### config.mk
export PLATFORM = sky130hd
export DESIGN_NAME = mux_nx1_pipe
export DESIGN_NICKNAME = d
export VERILOG_FILES = /design/src/rtl/mux_pipe_pkg.sv /design/src/rtl/mux_pipe_skid.sv /design/src/rtl/mux_nx1_pipe.sv
export SDC_FILE = /design/constraint.sdc
export NUM_CORES = 1
export LEC_CHECK = 0
export BUFFER_PORTS_ARGS = -buffer_cell sky130_fd_sc_hd__buf_2
export CORE_UTILIZATION = 51
export CTS_BUF_LIST = sky130_fd_sc_hd__clkbuf_16
export DETAILED_ROUTE_END_ITERATION = 8
export HOLD_SLACK_MARGIN = 0.02
export PLACE_DENSITY = 0.78
export REMOVE_ABC_BUFFERS = 1
export SETUP_SLACK_MARGIN = 0.2
export SYNTH_ARGS = -nofsm -noshare
export SYNTH_HDL_FRONTEND = slang
export SYNTH_SLANG_ARGS = --single-unit
### constraint.sdc
create_clock -name clk -period 3 [get_ports clk]
set_input_delay 0.45 -clock clk [delete_from_list [all_inputs] [get_ports clk]]
set_output_delay 0.45 -clock clk [all_outputs]
set_load 0.1 [all_outputs]
### src/rtl/mux_pipe_pkg.sv
// Shared types and helpers for the N:1 pipelined selector and its skid buffer.
package mux_pipe_pkg;

  localparam int unsigned BUF_DEPTH = 2;

  typedef logic [1:0] buf_cnt_t;

  // Modulo-n increment used to advance the round-robin pointer.
  function automatic int unsigned next_rr(input int unsigned ptr, input int unsigned n);
    return (ptr + 1 >= n) ? 0 : ptr + 1;
  endfunction

endpackage

### src/rtl/mux_pipe_skid.sv
// Two-entry {src, data} FIFO: registered head gives one-cycle latency at full throughput.
module mux_pipe_skid
  import mux_pipe_pkg::*;
#(
  parameter int unsigned DW = 10
) (
  input  logic          clk,
  input  logic          rst,
  input  logic          push,
  input  logic [DW-1:0] push_word,
  input  logic          pop,
  output logic [DW-1:0] head,
  output logic          head_valid,
  output buf_cnt_t      count
);

  logic [DW-1:0] ent0_q, ent1_q;
  buf_cnt_t      cnt_q;
  logic          do_push, do_pop;

  // Illegal requests (push when full, pop when empty) are ignored.
  assign do_push = push && (cnt_q != buf_cnt_t'(BUF_DEPTH));
  assign do_pop  = pop && (cnt_q != 2'd0);

  always_ff @(posedge clk) begin
    if (rst) begin
      ent0_q <= '0;
      ent1_q <= '0;
      cnt_q  <= 2'd0;
    end else begin
      case ({do_push, do_pop})
        2'b10: begin
          if (cnt_q == 2'd0) ent0_q <= push_word;
          else               ent1_q <= push_word;
          cnt_q <= cnt_q + 2'd1;
        end
        2'b01: begin
          ent0_q <= ent1_q;
          cnt_q  <= cnt_q - 2'd1;
        end
        // Both legal together only at count 1: the new word replaces the departing head.
        2'b11:   ent0_q <= push_word;
        default: ;
      endcase
    end
  end

  assign head       = ent0_q;
  assign head_valid = (cnt_q != 2'd0);
  assign count      = cnt_q;

endmodule

### src/rtl/mux_nx1_pipe.sv
// N:1 valid/ready selector (fixed or round-robin) feeding a 2-entry skid buffer.
// Optional transfer counter port xfer_cnt enabled by MUX_PIPE_XFER_CNT_EN.
module mux_nx1_pipe
  import mux_pipe_pkg::*;
#(
  parameter int unsigned NUM_IN = 4,
  parameter int unsigned WIDTH  = 8,
  parameter int unsigned SEL_W  = $clog2(NUM_IN)
`ifdef MUX_PIPE_XFER_CNT_EN
  ,
  parameter int unsigned CNT_W  = 16
`endif
) (
  input  logic                    clk,
  input  logic                    rst,
  input  logic [NUM_IN*WIDTH-1:0] in_data,
  input  logic [NUM_IN-1:0]       in_valid,
  output logic [NUM_IN-1:0]       in_ready,
  input  logic [SEL_W-1:0]        sel,
  input  logic                    rr_mode,
  output logic [WIDTH-1:0]        out_data,
  output logic [SEL_W-1:0]        out_src,
  output logic                    out_valid,
  input  logic                    out_ready
`ifdef MUX_PIPE_XFER_CNT_EN
  ,
  output logic [CNT_W-1:0]        xfer_cnt
`endif
);

  logic [SEL_W-1:0]       rr_ptr_q;
  logic [SEL_W-1:0]       grant;
  logic                   grant_vld;
  logic                   push, pop;
  buf_cnt_t               count;
  logic [SEL_W+WIDTH-1:0] push_word, head;

  always_comb begin
    int unsigned idx;
    grant     = '0;
    grant_vld = 1'b0;
    idx       = 0;
    if (!rr_mode) begin
      if ((32'(sel) < NUM_IN) && in_valid[sel]) begin
        grant     = sel;
        grant_vld = 1'b1;
      end
    end else begin
      for (int unsigned k = 0; k < NUM_IN; k++) begin
        idx = (32'(rr_ptr_q) + k) % NUM_IN;
        if (!grant_vld && in_valid[idx]) begin
          grant     = SEL_W'(idx);
          grant_vld = 1'b1;
        end
      end
    end
  end

  // Readiness never looks at out_ready, so no combinational path runs upstream from it.
  assign push = grant_vld && !rst && (count != buf_cnt_t'(BUF_DEPTH));
  assign pop  = out_valid && out_ready;

  always_comb begin
    in_ready        = '0;
    in_ready[grant] = push;
  end

  always_ff @(posedge clk) begin
    if (rst) begin
      rr_ptr_q <= '0;
    end else if (push && rr_mode) begin
      rr_ptr_q <= SEL_W'(next_rr(32'(grant), NUM_IN));
    end
  end

  assign push_word = {grant, in_data[32'(grant)*WIDTH +: WIDTH]};

  mux_pipe_skid #(
    .DW(SEL_W + WIDTH)
  ) u_skid (
    .clk       (clk),
    .rst       (rst),
    .push      (push),
    .push_word (push_word),
    .pop       (pop),
    .head      (head),
    .head_valid(out_valid),
    .count     (count)
  );

  assign out_data = head[WIDTH-1:0];
  assign out_src  = head[WIDTH +: SEL_W];

`ifdef MUX_PIPE_XFER_CNT_EN
  logic [CNT_W-1:0] xfer_cnt_q;

  always_ff @(posedge clk) begin
    if (rst)      xfer_cnt_q <= '0;
    else if (pop) xfer_cnt_q <= xfer_cnt_q + 1'b1;
  end

  assign xfer_cnt = xfer_cnt_q;
`endif

endmodule
==> impl_summary.txt, run 1 <==
----------------------------------------------------
[Run status]
  Status ... completed

[Final layout]
  Fin nets ... 336
  Share of cells above drive strength 1 ... 29.4%
  Post-route cell area ... 2300 sq um
  ANT cells ... 0
  Final cell count without fillers ... 335
  Most common cell after layout, fill and taps aside ... sky130_fd_sc_hd__buf_2
  Area added between synthesis and finish ... 26.5%
  Commonest cells after routing, fill and taps aside ... sky130_fd_sc_hd__buf_2, sky130_fd_sc_hd__nand2_1, sky130_fd_sc_hd__dfxtp_1, sky130_fd_sc_hd__buf_4
  Core occupancy in the finished layout ... 68.4%

[Synth]
  Proportion of register bits with asynchronous set or reset after synthesis ... 0%
  Total standard cell area after synthesis ... 1820 sq um
  Top-area cell type share of the netlist area ... 26.4%
  Cells taking the most area after synthesis ... sky130_fd_sc_hd__dfxtp_1, sky130_fd_sc_hd__o2111ai_1, sky130_fd_sc_hd__a21boi_0, sky130_fd_sc_hd__nand2_1, sky130_fd_sc_hd__o21ai_0
  Most used DFF post-synth ... sky130_fd_sc_hd__dfxtp_1
  Synthesized area per cell ... 7.74 sq um
  Sequential share of the synthesized area ... 26.4%
  Library cell with the largest summed area after synthesis ... sky130_fd_sc_hd__dfxtp_1
  Number of enable-type register cells in the synthesized netlist ... 0
  Cell variety after synth ... 48
  FF+latch count, synth ... 24
  Post-Syn Instances ... 235
  Synth warn ... 0

[Power and ir drop]
  Worst IR Drop VDD ... 516 uV
  Leakage power ... 0.930 nW
  Power per cell area ... 681 nW/um^2
  Overall power of the completed layout ... 1.57 mW

[Clock network]
  Inserted Clock Buffers ... 3
  Clock Tree Buf Depth ... 2
  Htree depth ... 1
  Post-CTS clock slew at the launch and capture registers of the worst setup and hold paths ... 0.06 ns
  Clock tree from TritonCTS ... yes
  CTS hold repair buffers ... 0
  Clock insertion delay at the later pin of the skew report ... 0.26 ns
  Clock sink total ... 24
  Clock root buffer ... sky130_fd_sc_hd__clkbuf_16

[Min path]
  Min-Delay Path Class ... flop to flop

[Floorplan]
  X dimension of the die ... 61.7 microns
  Initial core utilization ... 54.1%
  Core footprint ... 3360 sq um
  Number of placed I/O pins ... 57
  Floorplan die height ... 61.7 microns
  Standard-cell rows ... 21
  Die area ... 3810 sq um

[STA]
  Worst slew margin relative to its limit ... 59.2%
  Final number of setup-violating endpoints ... 0
  Highest Clock Rate ... 0.376 GHz
  Final clock skew ... 0.00177 ns
  Slew Viols, Final ... 0
  Pin slew with the least headroom to its limit ... 0.611 ns
  Final Hold Viols ... 0
  Setup repair after global routing missed its margin ... true
  Final sum of negative setup slack ... 0 ns
  Final worst path period need ... 2.66 ns
  Tcrit/Tclk final ... 88.8%

[Worst setup path]
  Critical setup path kind ... input port to output pin
  Worst Path Arrival ... 2.21 ns
  Setup slack, reg-to-reg ... 0.79 ns
  Cell with the most instances on the worst path ... sky130_fd_sc_hd__buf_4
  Maximum fanout count along the critical path ... 9
  Startpoint kind of the worst setup timing path ... input port
  Cell-by-cell listing of the critical path ... buf_2 -> or4_4 -> a222oi_1 -> buf_4 -> a211oi_2 -> and2_1 -> buf_4
  Crit path max-delay cell type ... sky130_fd_sc_hd__or4_4
  Data required time at the worst endpoint ... 2.55 ns
  Largest stage delay on the critical path ... 0.55 ns
  Critical Path Sink Type ... output pin

[GRT]
  Total gr overflow ... 0
  Wire length of the first global-routing pass ... 7940 microns
  Pin count of the biggest net entering global routing ... 25
  Via count of the first global-routing pass ... 1,708
  Number of antenna violations at the first check in global routing ... 0
  Total global routing track utilization ... 27.9%

[Run]
  Count of maximum capacitance violations ... 0

[Drt]
  Number of nets still failing antenna checks after routing ... 0
  Number of optimization iterations in the first detailed-route pass ... 4
  Total routed wirelength ... 4910 microns
  Routed length per placed instance ... 14.7 microns
  Via-per-instance ratio ... 6.02
  Starting DRT DRC Count ... 127
  Number of vias in the routed layout ... 2,018
  DRC violations left ... 0

[Place]
  Detailed placer's ending HPWL ... 3500 microns
  Count of buffers from port buffering ... 56
  Placer's final routability congestion estimate ... 0.920
  Area after detailed placement ... 2190 sq um
  Total placed cells including tap cells ... 330

----------------------------------------------------
[layout make-up]
class	count	area (sq um)
inverter	7	27.5
multi-input combinational	183	1230
tap	46	57.6
fill	316	1060
clock buffer	3	75.1
timing repair buffer	71	428
clock inverter	1	3.75
sequential	24	480
[cell usage after synthesis, types with 3 or more instances]
library cell and number:
sky130_fd_sc_hd__a21boi_0 16, sky130_fd_sc_hd__a21oi_1 3, sky130_fd_sc_hd__a31oi_1 8, sky130_fd_sc_hd__a32oi_1 8, sky130_fd_sc_hd__and2_1 4, sky130_fd_sc_hd__and3_1 8
sky130_fd_sc_hd__clkbuf_1 14, sky130_fd_sc_hd__dfxtp_1 24, sky130_fd_sc_hd__ha_1 4, sky130_fd_sc_hd__inv_1 5, sky130_fd_sc_hd__nand2_1 27, sky130_fd_sc_hd__nand3_1 9
sky130_fd_sc_hd__nor2_1 9, sky130_fd_sc_hd__nor3_1 9, sky130_fd_sc_hd__o2111ai_1 16, sky130_fd_sc_hd__o21ai_0 15, sky130_fd_sc_hd__o31ai_1 8, sky130_fd_sc_hd__or3_1 3
[flip-flops by register name, indices dropped and copies added, names as in the netlist]
name,flops
rr_ptr_q,2
u_skid.head,10
u_skid.count,2
u_skid.ent1_q,10
[through the flow]
stage               hold slack [ns]  setup WS [ns]
floorplan                     0.444         -0.565
global placement              0.451          0.236
detailed placement            0.462          0.175
CTS                           0.474          0.274
global route                  0.494          0.189
finish                        0.470          0.337
[per-layer routing]
layer / global-route usage (%) / vias to the layer above / routed length [microns]
met4: 8.89 / 0 / 59
met3: 4.14 / 7 / 274
met5: 0 / - / 0
met1: 37.2 / 923 / 2220
li1: - / 1014 / -
met2: 46.2 / 74 / 2360
[power by group]
| part | switching (mW) | total (mW) | internal (mW) |
|---|---|---|---|
| logic | 0.626 | 0.844 | 0.218 |
| clock network | 0.112 | 0.291 | 0.178 |
| registers | 0.0426 | 0.431 | 0.388 |
[worst max-delay path: cells and delay by family]
| kind | cells | cell delay [ns] |
|---|---|---|
| simple gates | 2 | 0.75 |
| compound gates | 2 | 0.43 |
| buf+inv | 3 | 0.58 |
[timing repair]
item | CTS | global route
gates resized for setup | 1 | 5
buffers inserted | 1 | 0
setup endpoints to repair | 2 | 2
gates cloned | 0 | 0
pin swaps | 1 | 0
[final timing paths]
kind,start,endpoint,cells after the start
worst max-delay path,in_valid[0],in_ready[2],7
worst min-delay path,u_skid.head[9],u_skid.head[9],2
worst max register to register,u_skid.count[0],u_skid.head[2],6
worst min register to register,u_skid.head[9],u_skid.head[9],2
[cells by family (layout without fill, tap and decap cells)]
group | count (synthesis) | after routing | synth area share (%)
compound gates | 94 | 94 | 38.9
xor+xnor | 2 | 2 | 0.964
fa+ha+maj | 4 | 4 | 2.75
buf+inv | 28 | 82 | 6.81
flops | 24 | 24 | 26.4
mux | 4 | 4 | 2.34
simple gates | 79 | 79 | 21.8
Power figures use the tool's default switching activity.
==> inputs of run 2 (changes only) <==
--- a/config.mk
+++ b/config.mk
@@ -5,12 +5,12 @@
 export SDC_FILE = /design/constraint.sdc
 export NUM_CORES = 1
 export LEC_CHECK = 0
-export BUFFER_PORTS_ARGS = -buffer_cell sky130_fd_sc_hd__buf_2
-export CORE_UTILIZATION = 51
+export CORE_UTILIZATION = 53
 export CTS_BUF_LIST = sky130_fd_sc_hd__clkbuf_16
 export DETAILED_ROUTE_END_ITERATION = 8
+export DONT_BUFFER_PORTS = 1
 export HOLD_SLACK_MARGIN = 0.02
-export PLACE_DENSITY = 0.78
+export PLACE_DENSITY = 0.66
 export REMOVE_ABC_BUFFERS = 1
 export SETUP_SLACK_MARGIN = 0.2
 export SYNTH_ARGS = -nofsm -noshare
==> run 2 against run 1 <==
Compared with the run above:
- wire length hardly changed
- final cell count down 19%
- total power fell by 5.8%
- critical path depth up 1
- sequential power increased by 63%
- critical endpoint unchanged
- utilization is 4.4 points lower
- clock skew is 0.00084 ns lower
- largest power group is now sequential cells
- die area down 3.7%
- non-clock buffer count shrank 60
- via count fell by 7.3%
- worst hold slack lost 0.22 ns
==> impl_summary.txt, run 2 (synthesis gave the netlist of run 1 again) <==
----------------------------------------------------
[Run status]
  Status ... completed

[Worst setup path]
  Critical Path Sink Type ... output pin
  Critical setup path kind ... flop to output pin
  Startpoint kind of the worst setup timing path ... flop
  Maximum fanout count along the critical path ... 10
  Setup slack, reg-to-reg ... 0.79 ns
  Startpoint of the lowest-slack register-to-register path ... u_skid.count[0]
  Data required time at the worst endpoint ... 2.55 ns
  Worst Path Arrival ... 2.26 ns
  Launch point of the critical path ... rr_ptr_q[1]

[GRT]
  Via count of the first global-routing pass ... 1,767
  Total gr overflow ... 0
  Number of antenna violations at the first check in global routing ... 0
  Pin count of the biggest net entering global routing ... 25
  Wire length of the first global-routing pass ... 7890 microns
  Total global routing track utilization ... 28.1%

[STA]
  Worst slew margin relative to its limit ... 34.8%
  Setup repair after global routing missed its margin ... false
  Final clock skew ... 0.000924 ns
  Final number of setup-violating endpoints ... 0
  Slew Viols, Final ... 0
  Tcrit/Tclk final ... 90.4%
  Pin slew with the least headroom to its limit ... 0.977 ns
  Highest Clock Rate ... 0.369 GHz
  Final Hold Viols ... 0
  Final worst path period need ... 2.71 ns

[Drt]
  Total routed wirelength ... 4910 microns
  Starting DRT DRC Count ... 233
  Number of optimization iterations in the first detailed-route pass ... 4
  Routed length per placed instance ... 18.1 microns
  DRC violations left ... 0
  Number of vias in the routed layout ... 1,870
  Number of nets still failing antenna checks after routing ... 0
  Via-per-instance ratio ... 6.88

[Min path]
  Min-Delay Path Class ... input port to flop
  Hold Crit Start ... rst

[Floorplan]
  X dimension of the die ... 60.6 microns
  Floorplan die height ... 60.6 microns
  Core footprint ... 3150 sq um
  Initial core utilization ... 57.7%
  Number of placed I/O pins ... 57
  Standard-cell rows ... 20
  Die area ... 3670 sq um

[Place]
  Count of buffers from port buffering ... 0
  Detailed placer's ending HPWL ... 3580 microns
  Placer's final routability congestion estimate ... 0.889
  Area after detailed placement ... 1910 sq um

[Clock network]
  Post-CTS clock slew at the launch and capture registers of the worst setup and hold paths ... 0.06 ns
  Clock insertion delay at the later pin of the skew report ... 0.25 ns
  Clock root buffer ... sky130_fd_sc_hd__clkbuf_16
  Htree depth ... 1
  Inserted Clock Buffers ... 3
  CTS hold repair buffers ... 0
  Clock Tree Buf Depth ... 2
  Clock tree from TritonCTS ... yes
  Buffer count from post-CTS setup fixing ... 0
  Clock sink total ... 24

[Final layout]
  Number of fill cells in the layout ... 288
  Most common cell after layout, fill and taps aside ... sky130_fd_sc_hd__nand2_1
  ANT cells ... 0
  Share of cells above drive strength 1 ... 13.2%
  Combined area of the multi-input logic cells ... 1240 sq um
  Fin nets ... 276
  Post-route cell area ... 2020 sq um
  Commonest cells after routing, fill and taps aside ... sky130_fd_sc_hd__nand2_1, sky130_fd_sc_hd__dfxtp_1, sky130_fd_sc_hd__a21boi_0, sky130_fd_sc_hd__o2111ai_1, sky130_fd_sc_hd__o21ai_0
  Sequential cell area in the final layout ... 483 sq um
  Area added between synthesis and finish ... 10.9%

[Run]
  Count of maximum capacitance violations ... 0

[Power and ir drop]
  Leakage power ... 0.679 nW
  Power per cell area ... 731 nW/um^2
  Overall power of the completed layout ... 1.47 mW
  Worst IR Drop VDD ... 512 uV

----------------------------------------------------
==> run 2: critical path, cell delays in order (launching register included) <==
cell                        delay, ns
sky130_fd_sc_hd__dfxtp_2         0.36
sky130_fd_sc_hd__nand4bb_4       0.23
sky130_fd_sc_hd__a211o_4         0.41
sky130_fd_sc_hd__o211ai_1        0.14
sky130_fd_sc_hd__and2_1          0.25
sky130_fd_sc_hd__inv_1           0.10
sky130_fd_sc_hd__ha_1            0.19
sky130_fd_sc_hd__and2_1          0.16
sky130_fd_sc_hd__buf_12          0.17
==> run 2: final cells by class <==
| type | count | area share (%) |
|---|---|---|
| well taps | 44 | 2.73 |
| flip-flops and latches | 24 | 23.9 |
| inverters | 7 | 1.36 |
| multi-input cells | 183 | 61.7 |
| clock buffers | 3 | 3.72 |
| repair buffers | 11 | 6.58 |
==> run 2: metrics by stage <==
stage | hold slack, ns | std cells | TNS, ns | util (%) | setup slack, ns
6_report | 0.253 | 272 | 0 | 64.0 | 0.287
5_1_grt | 0.244 | 272 | 0 | 64.0 | 0.214
4_1_cts | 0.252 | 272 | 0 | 63.9 | 0.257
3_5_place_dp | 0.462 | 269 | 0 | 60.7 | 0.273
3_3_place_gp | 0.455 | 269 | 0 | 60.7 | 0.361
2_1_floorplan | 0.444 | 214 | -1.13 | - | -0.565
==> run 2: routing by layer <==
layer	GRT usage, %	routed length (microns)
met5	0	0
met1	33.1	2000
met4	5.52	28
met3	5.33	355
met2	52.7	2530
==> run 2: worst paths after layout <==
kind                       to  depth (start not counted)
max               in_ready[2]                          8
min               rr_ptr_q[1]                          1
max reg2reg    u_skid.head[4]                          6
min reg2reg  u_skid.ent1_q[6]                          2
==> run 2: where the power goes <==
part	internal, mW	switching, mW
clock	0.176	0.102
sequential	0.389	0.313
combinational	0.167	0.328
==> run 2: repair_timing <==
item	in CTS	in global routing
pin swaps	0	0
setup endpoints to repair	2	2
gates resized for setup	3	2
==> inputs of run 3 (changes only) <==
--- a/config.mk
+++ b/config.mk
@@ -15,4 +15,5 @@
 export SETUP_SLACK_MARGIN = 0.2
 export SYNTH_ARGS = -nofsm -noshare
 export SYNTH_HDL_FRONTEND = slang
+export SYNTH_HIERARCHICAL = 1
 export SYNTH_SLANG_ARGS = --single-unit
==> run 3 against run 2 <==
Compared with the run above:
- the flow now finishes with violations (DRC)
- via count fell by 34%
- sequential share of layout area rose by 2.5 points
- maximum frequency rose by 9.6%
- worst setup slack improved by 0.24 ns
- clock-buffer cell count did not move
- first-iteration DRC count fell by 87%
- largest power group unchanged
==> impl_summary.txt, run 3 <==
----------------------------------------------------
[Run status]
  Status ... finished, violations left
  Failing checks ... DRC

[Clock network]
  CTS hold repair buffers ... 0
  Inserted Clock Buffers ... 3
  Buffer count from post-CTS setup fixing ... 0
  Clock root buffer ... sky130_fd_sc_hd__clkbuf_16
  Clock tree from TritonCTS ... yes
  Htree depth ... 1
  Clock insertion delay at the later pin of the skew report ... 0.25 ns
  Clock sink total ... 24
  Post-CTS clock slew at the launch and capture registers of the worst setup and hold paths ... 0.06 ns
  Number of cells upsized or downsized after cts ... 0
  Clock Tree Buf Depth ... 2

[Final layout]
  Most common cell after layout, fill and taps aside ... sky130_fd_sc_hd__mux2i_1
  ANT cells ... 0
  Post-route cell area ... 1820 sq um
  Fin nets ... 225
  Final cell count without fillers ... 210
  Commonest cells after routing, fill and taps aside ... sky130_fd_sc_hd__mux2i_1, sky130_fd_sc_hd__dfxtp_1, sky130_fd_sc_hd__nor2_1, sky130_fd_sc_hd__a21oi_1, sky130_fd_sc_hd__nand3_1
  Area added between synthesis and finish ... 12.3%
  Share of cells above drive strength 1 ... 14.0%

[Worst setup path]
  Setup slack, reg-to-reg ... 0.74 ns
  Critical Path Sink Type ... output pin
  Largest stage delay on the critical path ... 0.46 ns
  Worst Path Arrival ... 2.03 ns
  Cell-by-cell listing of the critical path ... nand2b_1 -> a21oi_1 -> o31a_1 -> inv_1 -> ha_1 -> and2_1 -> buf_12
  Data required time at the worst endpoint ... 2.55 ns
  Crit path max-delay cell type ... sky130_fd_sc_hd__o31a_1
  Maximum fanout count along the critical path ... 9
  Critical setup path kind ... flop to output pin
  Startpoint kind of the worst setup timing path ... flop

[Drt]
  Number of optimization iterations in the first detailed-route pass ... 6
  Via-per-instance ratio ... 5.90
  Total routed wirelength ... 3070 microns
  Routed length per placed instance ... 14.6 microns
  Number of nets still failing antenna checks after routing ... 0
  Number of vias in the routed layout ... 1,239
  Starting DRT DRC Count ... 30
  DRC violations left ... 2

[Power and ir drop]
  Worst IR Drop VDD ... 672 uV
  Net switching fraction of the power ... 41.8%
  Overall power of the completed layout ... 1.41 mW
  Int Power ... 0.821 mW
  Relative contribution of combinational cells to total power ... 31.5%
  Power per cell area ... 777 nW/um^2
  Flop pwr share ... 42.1%
  Clock power share ... 26.4%
  Leakage power ... 0.835 nW
  NetSw ... 0.590 mW

[Synth]
  Top-area cell type share of the netlist area ... 29.7%
  Proportion of register bits with asynchronous set or reset after synthesis ... 0%
  Synth warn ... 6
  Total standard cell area after synthesis ... 1620 sq um
  Synthesized area per cell ... 9.18 sq um
  Most used DFF post-synth ... sky130_fd_sc_hd__dfxtp_1
  Library cell with the largest summed area after synthesis ... sky130_fd_sc_hd__dfxtp_1
  FF+latch count, synth ... 24
  Post-Syn Instances ... 176
  Synth cell count leaders ... sky130_fd_sc_hd__mux2i_1, sky130_fd_sc_hd__dfxtp_1, sky130_fd_sc_hd__nor2_1
  Cells taking the most area after synthesis ... sky130_fd_sc_hd__dfxtp_1, sky130_fd_sc_hd__mux2i_1, sky130_fd_sc_hd__a21o_1, sky130_fd_sc_hd__a21oi_1, sky130_fd_sc_hd__nand3_1
  Cell with the most instances after synthesis ... sky130_fd_sc_hd__mux2i_1
  Number of enable-type register cells in the synthesized netlist ... 0
  Sequential share of the synthesized area ... 29.7%
  Cell variety after synth ... 38

[Place]
  Total placed cells including tap cells ... 206
  Area after detailed placement ... 1710 sq um
  Detailed placer's ending HPWL ... 2320 microns
  Count of buffers from port buffering ... 0
  Placer's final routability congestion estimate ... 0.774

[GRT]
  Number of antenna violations at the first check in global routing ... 0
  Total gr overflow ... 0
  Via count of the first global-routing pass ... 1,127
  Total global routing track utilization ... 20.0%
  Pin count of the biggest net entering global routing ... 26
  Wire length of the first global-routing pass ... 5050 microns

[Run]
  Count of maximum capacitance violations ... 0

[STA]
  Final number of setup-violating endpoints ... 0
  Final clock skew ... 0.00266 ns
  Final sum of negative setup slack ... 0 ns
  Final worst path period need ... 2.48 ns
  Worst slew margin relative to its limit ... 33.9%
  Slew Viols, Final ... 0
  Highest Clock Rate ... 0.404 GHz
  Setup repair after global routing missed its margin ... false
  Pin slew with the least headroom to its limit ... 0.990 ns
  Tcrit/Tclk final ... 82.5%
  Final Hold Viols ... 0

[Floorplan]
  Floorplan die height ... 57.2 microns
  Core footprint ... 2830 sq um
  Standard-cell rows ... 19
  X dimension of the die ... 57.2 microns
  Die area ... 3270 sq um
  Initial core utilization ... 57.1%
  Number of placed I/O pins ... 57

[Min path]
  Min-Delay Path Class ... input port to flop

----------------------------------------------------
-- run 3: cell count changes after synthesis, moves of 12 or more --
cell	delta
sky130_fd_sc_hd__a21boi_0	-16
sky130_fd_sc_hd__clkbuf_1	-12
sky130_fd_sc_hd__mux2i_1	+43
sky130_fd_sc_hd__nand2_1	-26
sky130_fd_sc_hd__o2111ai_1	-16
-- run 3: final cells by class --
class	instances	area (sq um)
clock inverter	1	30.0
clock buffer	3	75.1
inverter	9	36.3
timing repair buffer	9	105
fill	235	1010
multi-input combinational	133	1050
tap	31	38.8
sequential	24	480
-- run 3: kinds of logic after synthesis --
logic type      after synthesis  share of synthesized area (%)
mux                          48                           31.1
simple gates                 47                           17.1
compound gates               33                           13.0
flops                        24                           29.7
buf+inv                      19                           5.65
fa+ha+maj                     3                           2.32
xor+xnor                      2                           1.08
-- run 3: power by group through the flow --
| stage | clock, mW | sequential [mW] | combinational, mW |
|---|---|---|---|
| floorplan | 0 | 0.586 | 0.362 |
| global placement | 0 | 0.598 | 0.435 |
| detailed placement | 0 | 0.600 | 0.447 |
| CTS | 0.383 | 0.594 | 0.449 |
| global route | 0.395 | 0.600 | 0.486 |
| finish | 0.372 | 0.594 | 0.445 |
-- run 3: critical path, delay by kind of cell, from the launching register on --
family                   cells  cell delay [ns]
adder cells (fa/ha/maj)      1             0.20
AND/OR/NAND/NOR              2             0.32
AO/OA/AOI/OAI                2             0.65
flip-flops                   1             0.33
buffers and inverters        2             0.27
-- run 3: path summary, 6_finish.rpt --
check                           cells after the start                to             from
worst min-delay path                                1    u_skid/head[8]              rst
worst max register to register                      9  u_skid/ent1_q[0]  u_skid/count[0]
worst max-delay path                                7       in_ready[1]      rr_ptr_q[0]
worst min register to register                      2       rr_ptr_q[0]      rr_ptr_q[0]
-- run 3: metrics by stage --
| stage | utilization (%) | hold WS (ns) | worst slack (ns) |
|---|---|---|---|
| after floorplan | - | 0.455 | -0.444 |
| after global placement | 60.5 | 0.476 | 0.452 |
| after detailed placement | 60.5 | 0.487 | 0.363 |
| after CTS | 64.2 | 0.245 | 0.507 |
| after global routing | 64.2 | 0.240 | 0.361 |
| final | 64.2 | 0.249 | 0.525 |
-- run 3: metal layers --
metal / vias to the layer above / wire length [microns] / track usage, %
li1: 635 / - / -
met4: 0 / 21 / 6.97
met3: 2 / 193 / 6.12
met5: - / 0 / 0
met2: 37 / 1600 / 33.9
met1: 565 / 1260 / 24.1
